==> config.mk <==
export PLATFORM = sky130hd
export DESIGN_NAME = spi_master_tx_flat
export DESIGN_NICKNAME = d
export VERILOG_FILES = /design/src/rtl/spi_pkg.sv /design/src/rtl/spi_master_tx_if.sv /design/src/rtl/spi_phase_timer.sv /design/src/rtl/spi_master_tx.sv /design/src/flat_wrapper.sv
export SDC_FILE = /design/constraint.sdc
export NUM_CORES = 1
export LEC_CHECK = 0
export ABC_AREA = 1
export BUFFER_PORTS_ARGS = -buffer_cell sky130_fd_sc_hd__buf_2
export CAP_MARGIN = 40
export CORE_UTILIZATION = 30
export CTS_CLUSTER_SIZE = 12
export DETAILED_ROUTE_END_ITERATION = 12
export PLACE_DENSITY = 0.53
export SKIP_LAST_GASP = 1
export SYNTH_ARGS = -nofsm -noshare
export SYNTH_HDL_FRONTEND = slang
export SYNTH_SLANG_ARGS = --single-unit
==> constraint.sdc <==
create_clock -name clock -period 1.6 [get_ports clock]
set_input_delay 0.16 -clock clock [delete_from_list [all_inputs] [get_ports clock]]
set_output_delay 0.16 -clock clock [all_outputs]
set_load 0.02 [all_outputs]
==> src/rtl/spi_pkg.sv <==
// Shared definitions for the SPI transmit link and its slave receiver.
// Words travel LSB first; the receiver frames words by SPIClk idle time.
package spi_pkg;
  localparam int          SPI_WORD_BITS   = 16;
  localparam logic [15:0] SPI_RX_IDLETIME = 16'h1FF;

  typedef enum logic [2:0] {
    TX_RESYNC = 3'd0,
    TX_IDLE   = 3'd1,
    TX_LOW    = 3'd2,
    TX_HIGH   = 3'd3,
    TX_GAP    = 3'd4
  } tx_state_e;
endpackage

==> src/rtl/spi_master_tx_if.sv <==
// Word handshake between the producer (master) and the SPI transmitter (slave).
interface spi_master_tx_if;
  import spi_pkg::*;

  logic [SPI_WORD_BITS-1:0] data_in;
  logic                     data_valid;
  logic                     ready;

  modport master (output data_in, output data_valid, input ready);
  modport slave  (input data_in, input data_valid, output ready);
endinterface

==> src/rtl/spi_phase_timer.sv <==
// Phase timer: counts clocks since the last clear and flags the final clock
// of a phase whose length is given by limit.
module spi_phase_timer #(
  parameter int W = 16
) (
  input  logic         clock,
  input  logic         reset,
  input  logic         clear,
  input  logic [W-1:0] limit,
  output logic         tc
);
  localparam logic [W-1:0] ONE = W'(1);

  logic [W-1:0] cnt;

  always_ff @(posedge clock or negedge reset) begin
    if (!reset)     cnt <= '0;
    else if (clear) cnt <= '0;
    else            cnt <= cnt + ONE;
  end

  assign tc = (cnt == limit - ONE);
endmodule

==> src/rtl/spi_master_tx.sv <==
// SPI-style word transmitter: 16-bit words shifted out LSB first on an
// idle-low SPIClk, data launched on the falling edge, sampled by the rise.
module spi_master_tx
  import spi_pkg::*;
#(
  parameter int HALF_PERIOD   = 8,
  parameter int GAP_CYCLES    = 8,
  parameter int RESYNC_CYCLES = 1024
) (
  input  logic           clock,
  input  logic           reset,
  spi_master_tx_if.slave host,
  output logic           SPIClk,
  output logic           SPIData,
  output logic           busy,
  output logic           data_sent
);
  localparam int         TW       = 16;
  localparam logic [3:0] LAST_IDX = 4'(SPI_WORD_BITS - 1);

  if (HALF_PERIOD < 4 || HALF_PERIOD > 511 || HALF_PERIOD >= int'(SPI_RX_IDLETIME)) begin : g_bad_half
    $error("spi_master_tx: HALF_PERIOD out of range");
  end
  if (GAP_CYCLES < 4 || GAP_CYCLES > 65535) begin : g_bad_gap
    $error("spi_master_tx: GAP_CYCLES out of range");
  end
  if (RESYNC_CYCLES <= 32'h200 || RESYNC_CYCLES > 65535) begin : g_bad_resync
    $error("spi_master_tx: RESYNC_CYCLES out of range");
  end

  tx_state_e                state, state_n;
  logic [TW-1:0]            tmr_lim;
  logic                     tmr_clr, tc, accept, last_bit;
  logic [SPI_WORD_BITS-1:0] hold;
  logic [3:0]               bit_idx;

  assign last_bit    = (bit_idx == LAST_IDX);
  assign host.ready  = (state == TX_IDLE);
  assign accept      = (state == TX_IDLE) && host.data_valid;
  assign busy        = (state == TX_LOW) || (state == TX_HIGH) || (state == TX_GAP);
  assign tmr_lim     = (state == TX_RESYNC) ? TW'(RESYNC_CYCLES) :
                       (state == TX_GAP)    ? TW'(GAP_CYCLES)    : TW'(HALF_PERIOD);
  // Timer restarts at every phase change and sits at zero while idle.
  assign tmr_clr     = (state == TX_IDLE) || (state_n != state);

  spi_phase_timer #(.W(TW)) u_timer (
    .clock (clock),
    .reset (reset),
    .clear (tmr_clr),
    .limit (tmr_lim),
    .tc    (tc)
  );

  always_ff @(posedge clock or negedge reset) begin
    if (!reset) state <= TX_RESYNC;
    else        state <= state_n;
  end

  always_comb begin
    state_n = state;
    unique case (state)
      TX_RESYNC: if (tc)     state_n = TX_IDLE;
      TX_IDLE:   if (accept) state_n = TX_LOW;
      TX_LOW:    if (tc)     state_n = TX_HIGH;
      TX_HIGH:   if (tc)     state_n = last_bit ? TX_GAP : TX_LOW;
      TX_GAP:    if (tc)     state_n = TX_IDLE;
      default:               state_n = TX_RESYNC;
    endcase
  end

  // Next bit is launched on the same clock as the fall, so it has a full
  // low phase of setup before the following rise.
  always_ff @(posedge clock or negedge reset) begin
    if (!reset) begin
      hold      <= '0;
      bit_idx   <= '0;
      SPIClk    <= 1'b0;
      SPIData   <= 1'b0;
      data_sent <= 1'b0;
    end else begin
      data_sent <= (state == TX_GAP) && tc;
      if (accept) begin
        hold    <= host.data_in;
        bit_idx <= '0;
        SPIData <= host.data_in[0];
      end else if (state == TX_LOW && tc) begin
        SPIClk <= 1'b1;
      end else if (state == TX_HIGH && tc) begin
        SPIClk <= 1'b0;
        if (!last_bit) begin
          bit_idx <= bit_idx + 4'd1;
          SPIData <= hold[bit_idx + 4'd1];
        end
      end
    end
  end
endmodule
==> src/flat_wrapper.sv <==
// flat-port wrapper written by rule: the top's interface ports become plain ports
module spi_master_tx_flat import spi_pkg::*;
#(
  parameter int HALF_PERIOD   = 8,
  parameter int GAP_CYCLES    = 8,
  parameter int RESYNC_CYCLES = 1024
)
  (clock, reset, SPIClk, SPIData, busy, data_sent, host_data_in, host_data_valid, host_ready);
  spi_master_tx_if host_i ();
  input  logic clock;
  input  logic reset;
  output logic SPIClk;
  output logic SPIData;
  output logic busy;
  output logic data_sent;
  input wire logic [$bits(host_i.data_in)-1:0] host_data_in;
  input wire logic [$bits(host_i.data_valid)-1:0] host_data_valid;
  output wire logic [$bits(host_i.ready)-1:0] host_ready;
  assign host_i.data_in = host_data_in;
  assign host_i.data_valid = host_data_valid;
  assign host_ready = host_i.ready;
  spi_master_tx #(.HALF_PERIOD(HALF_PERIOD), .GAP_CYCLES(GAP_CYCLES), .RESYNC_CYCLES(RESYNC_CYCLES)) u_core (.clock(clock), .reset(reset), .host(host_i), .SPIClk(SPIClk), .SPIData(SPIData), .busy(busy), .data_sent(data_sent));
endmodule
# Word-level counts from Yosys, hierarchy flattened
# Cells that the tools add are included.
[totals]
in_bits = 19
register_bits = 42
output_inout_bits = 5
wordCells = 54
[classes]
n_eq_ne = 9
bitwise = 1
magnitude_cmp = 1
add_sub_neg = 3
reduce_logical = 13
n_mux = 20
[op_table]
columns = ["operator", "count"]
rows = [
  ["16-bit by 1-bit adder with 16-bit output, second input constant", 1],
  ["16-bit equality test", 1],
  ["16-bit 2-to-1 mux", 1],
  ["4-bit 2-to-1 mux", 4],
  ["16-bit by 1-bit subtractor with 16-bit output, second input constant", 1],
  ["3-bit 2-to-1 mux", 5],
  ["3-bit case mux with 4 select lines", 1],
  ["11-bit 2-to-1 mux", 1],
  ["1-bit 2-to-1 mux", 7],
  ["3-bit by 2-bit equality test with 1-bit output, second input constant", 2],
  ["4-bit by 5-bit less-than comparator with 1-bit output, second input constant", 1],
  ["4-bit by 1-bit adder with 4-bit output, second input constant", 1],
  ["1-bit binary-select mux with 4-bit select", 1],
  ["4-bit equality test, second input constant", 1],
  ["1-bit logical AND", 4],
  ["2-bit by 1-bit inequality test with 1-bit output, second input constant", 2],
  ["2-bit nonzero test", 2],
  ["3-bit by 1-bit equality test with 1-bit output, second input constant", 1],
  ["3-bit equality test, second input constant", 1],
  ["3-bit zero test", 1],
  ["1-bit logical OR", 3],
  ["3-bit inequality test", 1],
  ["3-bit AND reduction", 1],
  ["2-bit AND reduction", 1],
  ["2 further kinds", 2],
]

# Logic depth before layout (Yosys ltp)
# Gate-level depths: netlist of run 1.
[depth]
depth_word = 9
ltp_mapped = 13
mapped_depth_nobuf = 12

# Cells and area by module
# From an unflattened synthesis of run 1, not the netlist that was laid out.
[unflattened]
cells_unflattened = 394
hier_area_um2 = 2736.4
[by_module_without_submodules]
columns = ["mod", "instances", "cells_each", "seq_area_each_um2", "area_each_um2"]
rows = [
  ["spi_phase_timer", 1, 221, 400.4, 1391.3],
  ["spi_master_tx", 1, 173, 650.6, 1345.0],
]

# Worst setup path before layout of run 1
# OpenSTA, ideal clock, no wires.
[synth_timing]
kind = "register to register"
startpoint = "register u_core.u_timer.cnt[0]"
endpoint = "register u_core.u_timer.cnt[5]"
setup_slack_ns = -0.064
synth_period_minus_slack_ns = 1.664
stages_incl_launch_ff = 12
arrival_ns = 1.542
setup_time_ns = 0.122
n_path_buf = 1
required_ns = 1.478
path_cell_list = "dfrtp_1 ha_1 nand2_1 clkinv_1 nand3_1 nor2_1 nand3_2 a21oi_2 a21oi_1 nand2_2 buf_8 nor2_2"
[synth_via]
elab_chain_cells = 6
elab_cells_between_ends = 9
classes_between = "add/sub: 1; eq/ne: 2; mux: 5; reduce/logical: 1"
[synth_rtl]
columns = ["element", "line", "source"]
rows = [
  ["from (decl)", "spi_phase_timer.sv:14", "logic [W-1:0] cnt;"],
  ["from (signal assigned)", "spi_phase_timer.sv:19", "else cnt <= cnt + ONE;"],
  ["16-bit equality test", "spi_phase_timer.sv:22", "assign tc = (cnt == limit - ONE);"],
  ["3-bit 2-to-1 mux, on equally long branches", "--", ""],
  ["3-bit case mux with 4 select lines", "spi_master_tx.sv:61", "unique case (state)"],
  ["3-bit inequality test", "spi_master_tx.sv:44", "assign tmr_clr = (state == TX_IDLE) || (state_n != state);"],
  ["1-bit logical OR", "spi_master_tx.sv:44", ""],
  ["16-bit 2-to-1 mux *", "spi_phase_timer.sv:18", "else if (clear) cnt <= '0;"],
]
# Every way passes the cells marked *; elsewhere a longest branch is shown, timed or not.
# A chain may end at the register's enable or synchronous reset.

# Worst setup path in the final report of run 1
[layout_timing]
startpoint = "register u_core.u_timer.cnt[9]"
endpoint = "register u_core.u_timer.cnt[13]"
# Same word-level chain as after synthesis.

==> results of run 1 <==
==> Yosys cell counts (2+ instances only) <==
library cell / instances
a21oi_1: 6
xor2_1: 12
o21ai_0: 20
nor2_2: 11
nor3_1: 3
o211ai_1: 4
nor2_1: 29
nand3_1: 19
nor4_1: 2
ha_1: 2
nand2_2: 2
clkbuf_1: 5
inv_1: 31
dfrtp_1: 42
nand2_1: 65
==> logic make-up after synthesis <==
kind of cell             share of synthesized area
AO/OA/AOI/OAI                               0.0926
adder cells (fa/ha/maj)                     0.0116
AND/OR/NAND/NOR                              0.281
buffers and inverters                       0.0733
flip-flops                                   0.489
XOR/XNOR                                    0.0530
==> registers in the layout, indices dropped and copies added, names as in the netlist <==
| register | flops |
|---|---|
| u_core.data_sent | 1 |
| u_core.u_timer.cnt | 16 |
| u_core.SPIData | 1 |
| u_core.SPIClk | 1 |
| u_core.hold | 16 |
| u_core.state | 3 |
| u_core.bit_idx | 4 |
==> layer usage <==
metal | share of wire | vias to the layer above | wire [microns] | GRT usage
met1 | 0.50 | 887 | 2430 | 0.193
met4 | 0.0014 | 0 | 7 | 0.0182
met3 | 0.035 | 2 | 171 | 0.0390
met2 | 0.46 | 29 | 2230 | 0.226
li1 | - | 972 | - | -
met5 | 0 | - | 0 | 0
==> cell type report <==
type | count | area [sq um] | share of cell area
Clock inverter | 2 | 37.5 | 0.0127
Multi-Input combinational cell | 186 | 1070 | 0.364
Sequential cell | 42 | 1050 | 0.356
Timing Repair Buffer | 64 | 472 | 0.160
Tap cell | 96 | 120 | 0.0407
Clock buffer | 6 | 72.6 | 0.0246
Inverter | 33 | 125 | 0.0424
==> stage by stage <==
stage / cell area (sq um) / instances / power (mW) / setup slack, ns
6_report: 2950 / 429 / 2.03 / -0.144
4_1_cts: 2810 / 426 / 2.05 / -0.130
3_5_place_dp: 2680 / 417 / 1.20 / -0.112
3_3_place_gp: 2680 / 417 / 1.20 / -0.0935
2_1_floorplan: 2180 / 267 / 1.14 / -0.0195
5_1_grt: 2950 / 429 / 2.12 / -0.218
==> critical path: cells and delay by family, from the launching register on <==
kind                   cells  cell delay [ns]
AO/OA/AOI/OAI              1             0.19
buffers and inverters      1             0.18
flip-flops                 1             0.42
AND/OR/NAND/NOR            9             0.83
==> placed cells by master (no fill, tap or decap), types with 2 or more instances in the layout <==
cell type	count
o211ai_1	4
inv_2	3
nand3_2	5
nand2_1	62
nor2_4	6
dfrtp_1	41
nor4_2	2
nand3_1	14
nand2_2	5
clkbuf_8	5
nor2_1	14
nor2_2	21
inv_1	29
buf_12	2
a21oi_1	5
buf_4	36
xor2_1	12
buf_2	23
nor3_1	2
o21ai_0	19
a21oi_2	2
==> timing repair <==
| item | in CTS | in global routing |
|---|---|---|
| hold endpoints to repair | 16 | 0 |
| resized for setup | 4 | 30 |
| pin swaps | 1 | 15 |
| hold buffers | 1 | 0 |
| cloned | 0 | 1 |
| setup buffers | 0 | 2 |
| setup endpoints to repair | 21 | 25 |
==> report_power, final <==
| part | internal [mW] | total [mW] | switching [mW] |
|---|---|---|---|
| combinational | 0.0372 | 0.0855 | 0.0483 |
| clock | 0.466 | 0.849 | 0.383 |
| sequential | 1.08 | 1.09 | 0.00967 |
==> path summary, 6_finish.rpt <==
path / start / endpoint
max: u_core.u_timer.cnt[9] / u_core.u_timer.cnt[13]
max reg2reg: u_core.u_timer.cnt[9] / u_core.u_timer.cnt[13]
max in group asynchronous: reset / u_core.state[2]
min in group asynchronous: reset / u_core.hold[14]
min reg2reg: u_core.hold[7] / u_core.hold[7]
min: host_data_in[3] / u_core.hold[3]
==> impl_metrics.yaml, run 1 <==
timing:
  timing.hold.ws_ns: 0.0568
  skew_ns: 0.00548
  slew_violations: 0
  worst_pin_slew_ns: 0.407
  tns_ns: -2.04
  finalWorstSetupSlack_ns: -0.144
  setup-violations-final: 16
  maxSlewHeadroom: 0.729
  timing.final.crit_share: 1.09
  grt_setup_unrepaired: "true"
  hold_viol_final: 0
  max_freq_mhz: 573
  fin_crit_ns: 1.74
place:
  gp_congestion: 0.833
  io_buffer_count: 23
  dp.final_hpwl_microns: 3440
global_routing:
  antenna_found_initial: 0
  grt_overflow: 0
  grt_pass1_wl_microns: 8310
  grt_max_degree: 27
  grt_pass1_vias: 1844
  grtUsageTotal: 0.140
logic_synthesis:
  ys_seq_area_frac: 0.489
  yosysWarnings: 0
  netlist_area_sq_mm: 0.00215
  ys_ff_latch: 42
  avgSynthCellArea_sq_um: 8.05
  async_flop_share: 1.00
  synth_area_leaders: "dfrtp_1, nand2_1, inv_1"
  synth_fp_nets: 288
  netlist.area_leader.share: 0.489
  synth_edf_count: 0
  postSynthCellCount: 267
  ys.flop_type: "dfrtp_1"
  yosysTopAreaCell: "dfrtp_1"
  synth_cell_types: 29
critical_path:
  required_ns: 1.79
  crit_path_max_fanout: 8
  slowest_stage: "dfrtp_1"
  cp-end-kind: "flip-flop"
  crit_type: "reg -> reg"
  critPathMaxStageDelay_ns: 0.42
  cp_common_cell: "nor2_2"
  start_kind: "flip-flop"
  reg2reg_slack_ns: -0.14
  worstRegToRegCells: 11
  arrival_ns: 1.93
  path_cells: "nor2_2, nand3_2, o21ai_4, nand3_2, nor2_2, nand2_2, nand2_2, nor2_2, nand2_2, clkbuf_16, nor2_2"
cts:
  cts_tree: "yes"
  clk_latency_ns: 0.30
  htree_levels: 2
  clock_path_buffers: 2
  clockRootBuffer: "clkbuf_8"
  numClockSinks: 42
  path_clk_slew_ns: 0.09
  numCtsBuffers: 5
power:
  p_leak_nw: 1.42
  ir_drop_mv: 0.464
  p_per_area_mw_per_mm2: 687
outcome:
  outcome: "finished, violations left"
  violations: "negative setup slack"
floorplan:
  die_w_microns: 86.6
  die-height_microns: 86.6
  dieArea_sq_mm: 0.00751
  initial_utilization: 0.313
  std_cell_rows: 30
  io_pins: 24
  coreArea_sq_mm: 0.00687
final_layout:
  diodes: 0
  finish.utilization: 0.430
  fin_nets: 353
  drive_gt1_frac: 0.363
  fill_cells: 697
  syn2layout_area_growth_pct: 37.4
detailed_routing:
  drt-total-wl_microns: 4840
  vias: 1890
  dr.pass1.iters: 4
  first_iter_violations: 40
  wl_per_cell_microns: 11.3
  antenna_left: 0
  drc: 0
  vias_per_cell: 4.41
min_path:
  hold_path.class: "in -> reg"
  hold_depth: 3
run:
  max-cap-violations: 0
Note: power is estimated with default switching activity, not from simulation.
==> run 2: changes to the inputs <==
--- a/config.mk
+++ b/config.mk
@@ -6,7 +6,7 @@
 export NUM_CORES = 1
 export LEC_CHECK = 0
 export ABC_AREA = 1
-export BUFFER_PORTS_ARGS = -buffer_cell sky130_fd_sc_hd__buf_2
+export BUFFER_PORTS_ARGS = -buffer_cell sky130_fd_sc_hd__clkbuf_2
 export CAP_MARGIN = 40
 export CORE_UTILIZATION = 30
 export CTS_CLUSTER_SIZE = 12
==> run 2 against run 1 <==
Net effect:
- the run still ends with negative setup slack left
- critical endpoint unchanged
- die area unchanged
- clock power down 14%
- first-iteration DRC count up 40%
- wire length down 1.8%
- count of clock-buffer cells in the layout unchanged
- critical path depth unchanged
- total power down 6.3%
- global-route usage down 0.33 points
- cell area down 2.7%
- cell count up 0.47%
- clock skew up 0.0030 ns
- setup slack better by 0.0071 ns
==> impl_metrics.yaml, run 2 (synthesis gave the netlist of run 1 again) <==
critical_path:
  cp-end-kind: "flip-flop"
  crit_type: "reg -> reg"
  required_ns: 1.79
  arrival_ns: 1.92
  crit_path_max_fanout: 8
  cp-startpoint: "u_core.u_timer.cnt[8]"
  start_kind: "flip-flop"
  rr_startpoint: "u_core.u_timer.cnt[8]"
cts:
  clk_latency_ns: 0.30
  htree_levels: 2
  path_clk_slew_ns: 0.09
  cts_tree: "yes"
  numClockSinks: 42
  clockRootBuffer: "clkbuf_8"
  clock_path_buffers: 2
  numCtsBuffers: 5
floorplan:
  die_w_microns: 86.6
  coreArea_sq_mm: 0.00687
  std_cell_rows: 30
  initial_utilization: 0.313
  die-height_microns: 86.6
  io_pins: 24
  dieArea_sq_mm: 0.00751
min_path:
  hold_path.class: "in -> reg"
  hp-start: "host_data_in[3]"
final_layout:
  layout_common_cells: "nand2_1, dfrtp_1, buf_4"
  drive_gt1_frac: 0.322
  diodes: 0
  fill_cells: 714
  top_regs: "u_core.hold (16), u_core.u_timer.cnt (16), u_core.bit_idx (4)"
  syn2layout_area_growth_pct: 33.8
  fin_nets: 355
  mostFrequentLayoutCell: "nand2_1"
global_routing:
  grt_overflow: 0
  antenna_found_initial: 0
  grt_max_degree: 43
  grtUsageTotal: 0.137
  grt_pass1_wl_microns: 8070
  grt_pass1_vias: 1792
outcome:
  outcome: "finished, violations left"
  violations: "negative setup slack"
timing:
  setup-violations-final: 16
  max_freq_mhz: 576
  grt_setup_unrepaired: "true"
  timing.final.crit_share: 1.09
  slew_violations: 0
  fin_crit_ns: 1.74
  skew_ns: 0.00846
  finalWorstSetupSlack_ns: -0.137
  hold_viol_final: 0
  maxSlewHeadroom: 0.630
  worst_pin_slew_ns: 0.555
place:
  dp.final_hpwl_microns: 3360
  gp_congestion: 0.779
  dpl_worst_slack_ns: -0.128
  io_buffer_count: 23
detailed_routing:
  dr.pass1.iters: 4
  vias_per_cell: 4.30
  vias: 1855
  drt-total-wl_microns: 4750
  antenna_left: 0
  first_iter_violations: 56
  wl_per_cell_microns: 11.0
  drc: 0
power:
  finalPower_mw: 1.90
  p_per_area_mw_per_mm2: 661
  p_leak_nw: 1.41
  ir_drop_mv: 0.493
run:
  max-cap-violations: 0
-- run 2: changes by cell type in the layout (fill, tap and decap cells not counted), moves of 3 or more --
cell,previous run,this run
nor2_4,6,3
nand3_2,5,1
nand3_1,14,17
nor2_2,21,14
buf_2,23,1
nor2_1,14,24
clkbuf_2,0,22
buf_4,36,39
-- run 2: worst max-delay path, stage by stage, from the launching register on --
cell	delay, ns
dfrtp_1	0.41
nor2_2	0.15
nand3_1	0.10
o21ai_2	0.22
nand3_2	0.10
nor2_1	0.09
nand2_1	0.09
nand2_1	0.07
nor2_1	0.05
nand2_2	0.12
clkbuf_16	0.18
nor2_2	0.03
-- run 2: final timing paths --
kind	end	slack [ns]	depth (start not counted)
setup / recovery	u_core.u_timer.cnt[13]	-0.14	11
hold / removal	u_core.hold[3]	0.06	3
setup reg to reg	u_core.u_timer.cnt[13]	-0.14	11
hold reg to reg	u_core.hold[4]	0.47	2
max in group asynchronous	u_core.state[2]	0.71	3
min in group asynchronous	u_core.u_timer.cnt[15]	0.47	3
-- run 2: power by group --
group / internal (mW) / switching (mW)
clock network: 0.347 / 0.379
registers: 1.08 / 0.00936
logic: 0.0340 / 0.0479
total: 1.46 / 0.436
-- run 2: repair_timing --
item | 4_1_cts | 5_1_grt
setup buffers | 0 | 4
hold buffers | 1 | 0
pin swaps | 2 | 4
gates cloned | 0 | 1
setup endpoints to repair | 21 | 25
endpoints found under the hold margin | 42 | 0
gates resized for setup | 2 | 13
-- run 2: cell type report --
cell class	instances	area, sq um	share of cell area
Timing Repair Buffer	66	474	0.165
Multi-Input combinational cell	186	1010	0.351
Clock buffer	6	82.6	0.0287
Sequential cell	42	1050	0.366
Tap cell	96	120	0.0418
Inverter	33	125	0.0435
Clock inverter	2	12.5	0.00435
-- run 2: per-layer routing --
layer  routed length [microns]  global-route usage  vias up
met5                         0                   0        -
met3                       222              0.0419        0
met4                         0              0.0242        0
met1                      2360               0.189      840
met2                      2170               0.214       36
li1                          -                   -      979
-- run 2: metrics by stage --
step | instance area [sq um] | std cells | hold slack (ns) | utilization | setup TNS, ns
5_1_grt | 2880 | 431 | 0.0433 | 0.419 | -4.50
4_1_cts | 2780 | 426 | 0.0436 | 0.404 | -1.96
2_1_floorplan | 2180 | 267 | -0.136 | - | -0.158
3_5_place_dp | 2670 | 417 | 0.280 | 0.388 | -2.01
6_report | 2880 | 431 | 0.0568 | 0.419 | -1.81
3_3_place_gp | 2670 | 417 | 0.282 | 0.388 | -1.52
==> run 3: changes to the inputs <==
--- a/config.mk
+++ b/config.mk
@@ -12,6 +12,7 @@
 export CTS_CLUSTER_SIZE = 12
 export DETAILED_ROUTE_END_ITERATION = 12
 export PLACE_DENSITY = 0.53
+export RECOVER_POWER = 25
 export SKIP_LAST_GASP = 1
 export SYNTH_ARGS = -nofsm -noshare
 export SYNTH_HDL_FRONTEND = slang
==> run 3 against run 2 <==
Net effect:
- combinational power down 1%
- count of clock-buffer cells in the layout unchanged
- the run still ends with negative setup slack left
- critical path type unchanged
- first-iteration DRC count unchanged
==> impl_metrics.yaml, run 3 (synthesis gave the netlist of run 1 again) <==
power:
  p_per_area_mw_per_mm2: 661
  ir_drop_mv: 0.493
  p_leak_nw: 1.41
global_routing:
  grt_pass1_vias: 1792
  antenna_found_initial: 0
  top_usage_layer: "met2"
  grt_max_degree: 43
  grtUsageTotal: 0.137
  grt_use_met3: 0.0419
  grt_use_met1: 0.189
  grt_overflow: 0
  met2_usage: 0.214
  grt_pass1_wl_microns: 8070
cts:
  path_clk_slew_ns: 0.09
  cts_tree: "yes"
  clock_path_buffers: 2
  numCtsBuffers: 5
  numClockSinks: 42
  clockRootBuffer: "clkbuf_8"
  clk_latency_ns: 0.30
  htree_levels: 2
place:
  gp_congestion: 0.779
  io_buffer_count: 23
  dp.final_hpwl_microns: 3360
  dpl_worst_slack_ns: -0.128
final_layout:
  drive_gt1_frac: 0.322
  fill_cells: 715
  diodes: 0
  top_regs: "u_core.hold (16), u_core.u_timer.cnt (16), u_core.bit_idx (4)"
  mostFrequentLayoutCell: "nand2_1"
  layout_common_cells: "nand2_1, dfrtp_1, buf_4"
  fin_nets: 355
  syn2layout_area_growth_pct: 33.6
timing:
  slew_violations: 0
  fin_crit_ns: 1.74
  worst_pin_slew_ns: 1.08
  grt_setup_unrepaired: "true"
  timing.final.crit_share: 1.09
  skew_ns: 0.00845
  setup-violations-final: 16
  finalWorstSetupSlack_ns: -0.137
  max_freq_mhz: 576
  hold_viol_final: 0
  maxSlewHeadroom: 0.282
  timing.hold.ws_ns: 0.0569
detailed_routing:
  vias_per_cell: 4.30
  drt-total-wl_microns: 4750
  vias: 1855
  wl_per_cell_microns: 11.0
  antenna_left: 0
  drc: 0
  dr.pass1.iters: 4
  first_iter_violations: 56
floorplan:
  std_cell_rows: 30
  io_pins: 24
  dieArea_sq_mm: 0.00751
  initial_utilization: 0.313
  die_w_microns: 86.6
  coreArea_sq_mm: 0.00687
  die-height_microns: 86.6
outcome:
  outcome: "finished, violations left"
  violations: "negative setup slack"
critical_path:
  arrival_ns: 1.92
  start_kind: "flip-flop"
  cp-end-kind: "flip-flop"
  crit_path_max_fanout: 8
  required_ns: 1.79
  crit_type: "reg -> reg"
run:
  max-cap-violations: 0
min_path:
  hold_path.class: "in -> reg"
==> run 3: path summary, 6_finish.rpt <==
| check | depth (start not counted) | end | startpoint | slack [ns] |
|---|---|---|---|---|
| worst max-delay path | 11 | u_core.u_timer.cnt[13] | u_core.u_timer.cnt[8] | -0.14 |
| worst min-delay path | 3 | u_core.hold[3] | host_data_in[3] | 0.06 |
| worst max register to register | 11 | u_core.u_timer.cnt[13] | u_core.u_timer.cnt[8] | -0.14 |
| worst min register to register | 2 | u_core.hold[4] | u_core.hold[4] | 0.47 |
| max in group asynchronous | 3 | u_core.state[2] | reset | 0.19 |
| min in group asynchronous | 3 | u_core.u_timer.cnt[15] | reset | 0.68 |
==> run 3: routing by layer <==
metal | up-vias | wire length (microns) | share of wire
li1 | 979 | - | -
met1 | 840 | 2360 | 0.50
met3 | 0 | 222 | 0.047
met4 | 0 | 0 | 0
met5 | - | 0 | 0
met2 | 36 | 2170 | 0.46
==> run 3: power breakdown <==
group	switching (mW)	internal, mW	leakage (nW)
Combinational	0.0479	0.0332	0.842
Clock	0.379	0.347	0.0472
Sequential	0.00936	1.08	0.517
Total	0.436	1.46	1.41
==> run 3: metrics by stage <==
| stage | power [mW] | utilization | std cells | TNS (ns) | area, sq um |
|---|---|---|---|---|---|
| floorplan | 1.14 | - | 267 | -0.158 | 2180 |
| CTS | 1.94 | 0.404 | 426 | -1.96 | 2780 |
| detailed placement | 1.20 | 0.388 | 417 | -2.01 | 2670 |
| global route | 2.01 | 0.418 | 431 | -4.60 | 2870 |
| global placement | 1.20 | 0.388 | 417 | -1.52 | 2670 |
| finish | 1.90 | 0.418 | 431 | -1.81 | 2870 |
==> run 3: layout make-up <==
cell class / instances / area (sq um) / share of cell area
well taps: 96 / 120 / 0.0418
flip-flops and latches: 42 / 1050 / 0.366
inverters: 33 / 125 / 0.0436
clock inverters: 2 / 12.5 / 0.00436
repair buffers: 66 / 472 / 0.164
clock buffers: 6 / 82.6 / 0.0287
multi-input cells: 186 / 1010 / 0.351
==> run 3: repair_timing <==
item	in CTS	in global routing
gates resized for setup	2	13
setup buffers	0	4
endpoints found under the setup margin	21	25
gates cloned	0	1
hold endpoints to repair	42	0
hold buffers	1	0
pin swaps	2	4
==> run 3: critical path, cell delays in order (launching register included) <==
cell	delay [ns]
dfrtp_1	0.41
nor2_2	0.15
nand3_1	0.10
o21ai_2	0.22
nand3_2	0.10
nor2_1	0.09
nand2_1	0.09
nand2_1	0.07
nor2_1	0.05
nand2_2	0.12
clkbuf_16	0.18
nor2_2	0.03
